### config.mk
export PLATFORM = sky130hd
export DESIGN_NAME = tlb_search_arbiter
export DESIGN_NICKNAME = d
export VERILOG_FILES = /design/src/rtl/tlb_search_arbiter.sv
export SDC_FILE = /design/constraint.sdc
export NUM_CORES = 1
export LEC_CHECK = 0
export ABC_AREA = 1
export CAP_MARGIN = 30
export CORE_MARGIN = 8
export CORE_UTILIZATION = 39
export CTS_CLUSTER_SIZE = 25
export DETAILED_ROUTE_END_ITERATION = 10
export GPL_ROUTABILITY_DRIVEN = 0
export PLACE_DENSITY = 0.84
export SLEW_MARGIN = 5
export SYNTH_ARGS = -nofsm -noshare
export SYNTH_HDL_FRONTEND = slang
export SYNTH_SLANG_ARGS = --single-unit
### constraint.sdc
create_clock -name clk -period 2.7 [get_ports clk]
set_clock_uncertainty 0.15 [all_clocks]
set_input_delay 0.405 -clock clk [delete_from_list [all_inputs] [get_ports clk]]
set_output_delay 0.405 -clock clk [all_outputs]
set_load 0.05 [all_outputs]
### src/rtl/tlb_search_arbiter.sv
// Arbiter sharing one combinational TLB search port among fetch (0), load/store (1) and TLBSRCH (2).
// Each lookup runs IDLE -> SEARCH -> RESP; fetch is promoted after STARVE_LIMIT lost arbitrations.
module tlb_search_arbiter #(
   parameter int  TLBNUM       = 16,
   parameter int  STARVE_LIMIT = 8,
   localparam int IW           = $clog2(TLBNUM)
) (
   input  logic          clk,
   input  logic          resetn,
   input  logic [2:0]    req_valid,
   output logic [2:0]    req_ready,
   input  logic [56:0]   req_vppn,
   input  logic [2:0]    req_va12,
   input  logic [29:0]   req_asid,
   input  logic [2:0]    flush,
   output logic [18:0]   s_vppn,
   output logic          s_va_bit12,
   output logic [9:0]    s_asid,
   input  logic          s_found,
   input  logic [IW-1:0] s_index,
   input  logic [19:0]   s_ppn,
   input  logic [5:0]    s_ps,
   input  logic [1:0]    s_plv,
   input  logic [1:0]    s_mat,
   input  logic          s_d,
   input  logic          s_v,
   output logic [2:0]    resp_valid,
   input  logic [2:0]    resp_ready,
   output logic          resp_found,
   output logic [IW-1:0] resp_index,
   output logic [19:0]   resp_ppn,
   output logic [5:0]    resp_ps,
   output logic [1:0]    resp_plv,
   output logic [1:0]    resp_mat,
   output logic          resp_d,
   output logic          resp_v,
   output logic          busy
);

   localparam logic [1:0] ST_IDLE   = 2'd0;
   localparam logic [1:0] ST_SEARCH = 2'd1;
   localparam logic [1:0] ST_RESP   = 2'd2;
   localparam int         SW        = $clog2(STARVE_LIMIT + 1);
   localparam logic [SW-1:0] STARVE_MAX = SW'(STARVE_LIMIT);
   localparam int         RW        = IW + 33;

   logic [1:0]    state_q, state_d;
   logic [1:0]    id_q, id_d;
   logic [SW-1:0] starve_q, starve_d;
   logic [18:0]   vppn_q, vppn_d;
   logic          va12_q, va12_d;
   logic [9:0]    asid_q, asid_d;
   logic [RW-1:0] res_q, res_d;

   logic [2:0] avail_s;
   logic       win_vld_s;
   logic [1:0] win_s;
   logic [2:0] owner_s;
   logic       flush_own_s;
   logic       ready_own_s;

   // Arbitration: fetch override when starved, else fixed priority 2 > 1 > 0 among unflushed requests.
   always_comb begin
      avail_s   = req_valid & ~flush;
      win_vld_s = 1'b1;
      win_s     = 2'd0;
      if ((starve_q == STARVE_MAX) && avail_s[0]) begin
         win_s = 2'd0;
      end else if (avail_s[2]) begin
         win_s = 2'd2;
      end else if (avail_s[1]) begin
         win_s = 2'd1;
      end else if (avail_s[0]) begin
         win_s = 2'd0;
      end else begin
         win_vld_s = 1'b0;
      end
      owner_s     = 3'b001 << id_q;
      flush_own_s = |(flush & owner_s);
      ready_own_s = |(resp_ready & owner_s);
   end

   // Next-state logic for the lookup sequencer, search registers, result registers and starve counter.
   always_comb begin
      state_d  = state_q;
      id_d     = id_q;
      starve_d = starve_q;
      vppn_d   = vppn_q;
      va12_d   = va12_q;
      asid_d   = asid_q;
      res_d    = res_q;
      case (state_q)
         ST_IDLE: begin
            if (win_vld_s) begin
               state_d = ST_SEARCH;
               id_d    = win_s;
               case (win_s)
                  2'd2: begin
                     vppn_d = req_vppn[56:38];
                     va12_d = req_va12[2];
                     asid_d = req_asid[29:20];
                  end
                  2'd1: begin
                     vppn_d = req_vppn[37:19];
                     va12_d = req_va12[1];
                     asid_d = req_asid[19:10];
                  end
                  default: begin
                     vppn_d = req_vppn[18:0];
                     va12_d = req_va12[0];
                     asid_d = req_asid[9:0];
                  end
               endcase
            end else begin
               state_d = ST_IDLE;
            end
            // A valid, unflushed fetch that does not win here necessarily lost to a higher requester.
            if (!req_valid[0] || (win_vld_s && (win_s == 2'd0))) begin
               starve_d = '0;
            end else if (avail_s[0] && (starve_q != STARVE_MAX)) begin
               starve_d = starve_q + SW'(1);
            end else begin
               starve_d = starve_q;
            end
         end
         ST_SEARCH: begin
            if (flush_own_s) begin
               state_d = ST_IDLE;
            end else begin
               state_d = ST_RESP;
               res_d   = {s_found, s_index, s_ppn, s_ps, s_plv, s_mat, s_d, s_v};
            end
         end
         ST_RESP: begin
            if (ready_own_s || flush_own_s) begin
               state_d = ST_IDLE;
            end else begin
               state_d = ST_RESP;
            end
         end
         default: begin
            state_d = ST_IDLE;
         end
      endcase
   end

   // State and datapath registers.
   always_ff @(posedge clk or negedge resetn) begin
      if (!resetn) begin
         state_q  <= ST_IDLE;
         id_q     <= 2'd0;
         starve_q <= '0;
         vppn_q   <= 19'd0;
         va12_q   <= 1'b0;
         asid_q   <= 10'd0;
         res_q    <= '0;
      end else begin
         state_q  <= state_d;
         id_q     <= id_d;
         starve_q <= starve_d;
         vppn_q   <= vppn_d;
         va12_q   <= va12_d;
         asid_q   <= asid_d;
         res_q    <= res_d;
      end
   end

   // Output decode from the registered state.
   always_comb begin
      req_ready  = ((state_q == ST_IDLE) && win_vld_s) ? (3'b001 << win_s) : 3'b000;
      resp_valid = (state_q == ST_RESP) ? owner_s : 3'b000;
      busy       = (state_q != ST_IDLE);
   end

   assign s_vppn     = vppn_q;
   assign s_va_bit12 = va12_q;
   assign s_asid     = asid_q;
   assign {resp_found, resp_index, resp_ppn, resp_ps, resp_plv, resp_mat, resp_d, resp_v} = res_q;

endmodule

==> summary.md <==
| Metric | Value |
|---|---|
| Status | `finished clean` |
| #FFs+latches synth | `75` |
| Count of input and output buffers | `211` |
| Combined buffer and inverter count along the critical path | `3` |
| Die Y | `114 µm` |
| Register area share after synthesis | `0.501` |
| Die area | `13000 µm²` |
| Period utilization | `0.947` |
| Fillers | `793` |
| CP max stage cell | `clkdlybuf4s50_1` |
| Grt total ovfl | `0` |
| DRT Pass-1 Iters | `5` |
| Internal | `3.61 mW` |
| Worst IR drop on VDD | `~0.52 mV` |
| Antenna diodes | `0` |
| Cell Area, Synth | `3750 µm²` |
| Min-Delay Path Class | `reg2reg` |
| Cell mode on critical path | `inv_1` |
| Final setup vio count | `0` |
| Final Hold Violating Endpoints | `0` |
| Crit path max fanout | `4` |
| P_leak | `2.89 nW` |
| Num rows | `35` |
| Max_cap viols | `0` |
| Setup TNS | `0 ps` |
| Post-DRT Antenna Nets | `0` |
| First-pass GRT wire length | `20.8 mm` |
| CTS Buf Count | `9` |
| CP delay by family, top | `buffers and inverters` |
| Switching share of power | `0.500` |
| Clock power frac | `0.133` |
| Vias per cell | `4.78` |
| Slew Limit Fails | `0` |
| Nets | `856` |
| Initial Util | `0.404` |
| Unrepaired setup endpoints after global routing | `no` |
| Total GRT Usage | `0.200` |
| Syn. warnings | `0` |
| P_sw | `3.62 mW` |
| Worst Tran Pin Value | `576 ps` |
| Gate Count Post-Synth | `511` |
| CTS max path bufs | `2` |
| Number of remaining DRC errors | `0` |
| Core region area | `9280 µm²` |
| Final WL | `~13 mm` |
| Hpwl dp | `10.4 mm` |
| Worst Path Required | `2140 ps` |
| Maximum clock rate | `391 MHz` |
| CP max stage delay | `880 ps` |
| Non-Filler Instances | `approximately 850` |
| Area of the multi-input gates | `1660 µm²` |
| Startpoint type of the worst setup path | `flip-flop` |
| WS Path Type | `reg2out` |
| Area delta synth->final | `66.7%` |
| Storage cell area | `1880 µm²` |
| Root Driver | `clkbuf_8` |
| WP data arrival | `~2000 ps` |
| Later-pin clock latency in the skew report | `~330 ps` |
| Setup bufs post-CTS | `0` |
| Vias in the first global route | `between 4000 and 5000` |
| # IOs | `between 200 and 250` |
| Combinational power share | `0.598` |
| Syn Area/Cell | `7.33 µm²` |
| CTS tree | `yes` |
| CP cell instances | `inv_1 -> nor2_1 -> inv_1 -> nor3_1 -> clkdlybuf4s50_1` |
| Share of layout cells above drive strength 1 | `0.0515` |
| Dpl cells | `829` |
| Reg clk slew, reported paths | `70 ps` |
| Period minus WS final | `2560 ps` |
| Slew HR | `0.615` |
| Power Density | `approximately 1200 nW/µm²` |
| Vias | `approximately 4100` |
| WL/cell | `approximately 16 µm` |
| Initial DRC count | `328` |
| Die width | `114 µm` |
| Clock Sinks | `75` |
| Post-synth net total | `654` |
| Sequential Power Share | `0.269` |
| Crit. End Element | `output pin` |
| Largest net degree at the start of global routing | `between 70 and 80` |
| Yosys cell types | `18` |
| Initial antenna violation count | `0` |
| # H-tree levels | `3` |
cell usage after synthesis, drive strengths merged:
cell,instances,area (µm²)
nand2,249,935
dfrtp,75,1880
nand3,46,230
nor2,44,168
a31oi,30,188
inv,20,75.1
buf,16,96.3
clkbuf,15,56.3
ha,5,62.6
o21ai,4,20.0
a21oi,3,15.0
nor3,2,10.0
o21bai,2,15.0
path summary, 6_finish.rpt:
| check | start | to | cells past startpoint | slack (ps) |
|---|---|---|---|---|
| max reg2reg | starve_q[0]$_DFFE_PN0P_ | s_vppn[16]$_DFFE_PN0P_ | 12 | 330 |
| min reg2reg | res_q[9]$_DFFE_PN0P_ | res_q[9]$_DFFE_PN0P_ | 2 | 320 |
| min in group asynchronous | resetn | res_q[2]$_DFFE_PN0P_ | 2 | 440 |
| max | state_q[1]$_DFF_PN0_ | resp_valid[0] | 5 | 140 |
| max in group asynchronous | resetn | s_vppn[6]$_DFFE_PN0P_ | 3 | 1390 |
| min | res_q[9]$_DFFE_PN0P_ | res_q[9]$_DFFE_PN0P_ | 2 | 320 |
power by group through the flow:
stage               clock network (mW)  logic (mW)  registers, mW
floorplan                            0        1.12           3.58
global placement                     0        4.26           1.94
detailed placement                   0        4.34           1.96
CTS                              0.989        4.35           1.94
global route                      1.04        4.62           2.01
finish                           0.964        4.32           1.94
tightest hold or removal path: stages (launching register included):
cell     delay (ps)
dfrtp_1         340
nand2_1          50
nand2_1          50
cell type report:
class / count / area share
repair buffers: 222 / 0.360
flip-flops and latches: 75 / 0.300
multi-input cells: 385 / 0.265
well taps: 129 / 0.0258
clock buffers: 12 / 0.0248
inverters: 20 / 0.0120
clock inverters: 4 / 0.0116
flip-flops by register name, summed over array words and instances (netlist names):
name,count
id_q,2
res_q,37
s_asid,10
s_va_bit12,1
s_vppn,19
starve_q,4
state_q,2
kinds of logic (layout without fill, tap and decap cells):
kind of cell / Yosys count / after routing / synth area share
buffers and inverters: 51 / 258 / 0.0608
DFF: 75 / 75 / 0.501
adders and majority gates: 5 / 5 / 0.0167
AOI/OAI and AO/OA: 39 / 39 / 0.0634
and+or+nand+nor: 341 / 341 / 0.358
cells in the final DEF (no fill, tap or decap):
master,Yosys,routed
dfrtp_1,75,75
buf_4,3,9
ha_2,0,1
a21oi_1,3,3
clkbuf_8,0,11
buf_12,0,5
clkdlybuf4s50_1,0,207
ha_1,5,4
inv_2,2,2
nor2_2,1,4
clkinvlp_4,0,1
nand3_1,46,46
dlygate4sd3_1,0,1
a31oi_1,30,30
nor3_1,2,2
o21bai_1,2,1
nor2_1,43,40
clkinv_2,0,1
o21bai_2,0,1
bufinv_16,0,2
o21ai_0,4,4
clkbuf_1,15,1
nand2_1,249,249
inv_1,18,18
per-stage QoR:
| stage | power (mW) | hold slack [ps] | util | setup slack [ps] | cell area (µm²) |
|---|---|---|---|---|---|
| detailed placement | 6.29 | 308 | 0.644 | 24.4 | 5980 |
| global placement | 6.20 | 304 | 0.644 | 186 | 5980 |
| global route | 7.66 | 332 | 0.673 | 4.43 | 6250 |
| CTS | 7.28 | 78.4 | 0.669 | 81.8 | 6210 |
| finish | 7.23 | 319 | 0.673 | 143 | 6250 |
| floorplan | 4.70 | -40.6 | - | 14.8 | 3750 |
per-layer routing:
layer  wire (µm)  share of wire  global-route usage  vias to the layer above
li1            -              -                   -                     2020
met1        5130           0.39               0.212                     1838
met2        6490           0.49               0.349                      182
met3        1580           0.12              0.0940                       10
met4         126         0.0095              0.0515                        0
met5           0              0                   0                        -
what timing repair did:
item,4_1_cts,5_1_grt
gates resized for setup,0,3
hold endpoints to repair,0,35
hold buffers,0,1
setup endpoints to repair,0,3
No activity file was read; power rests on OpenSTA's default activity.
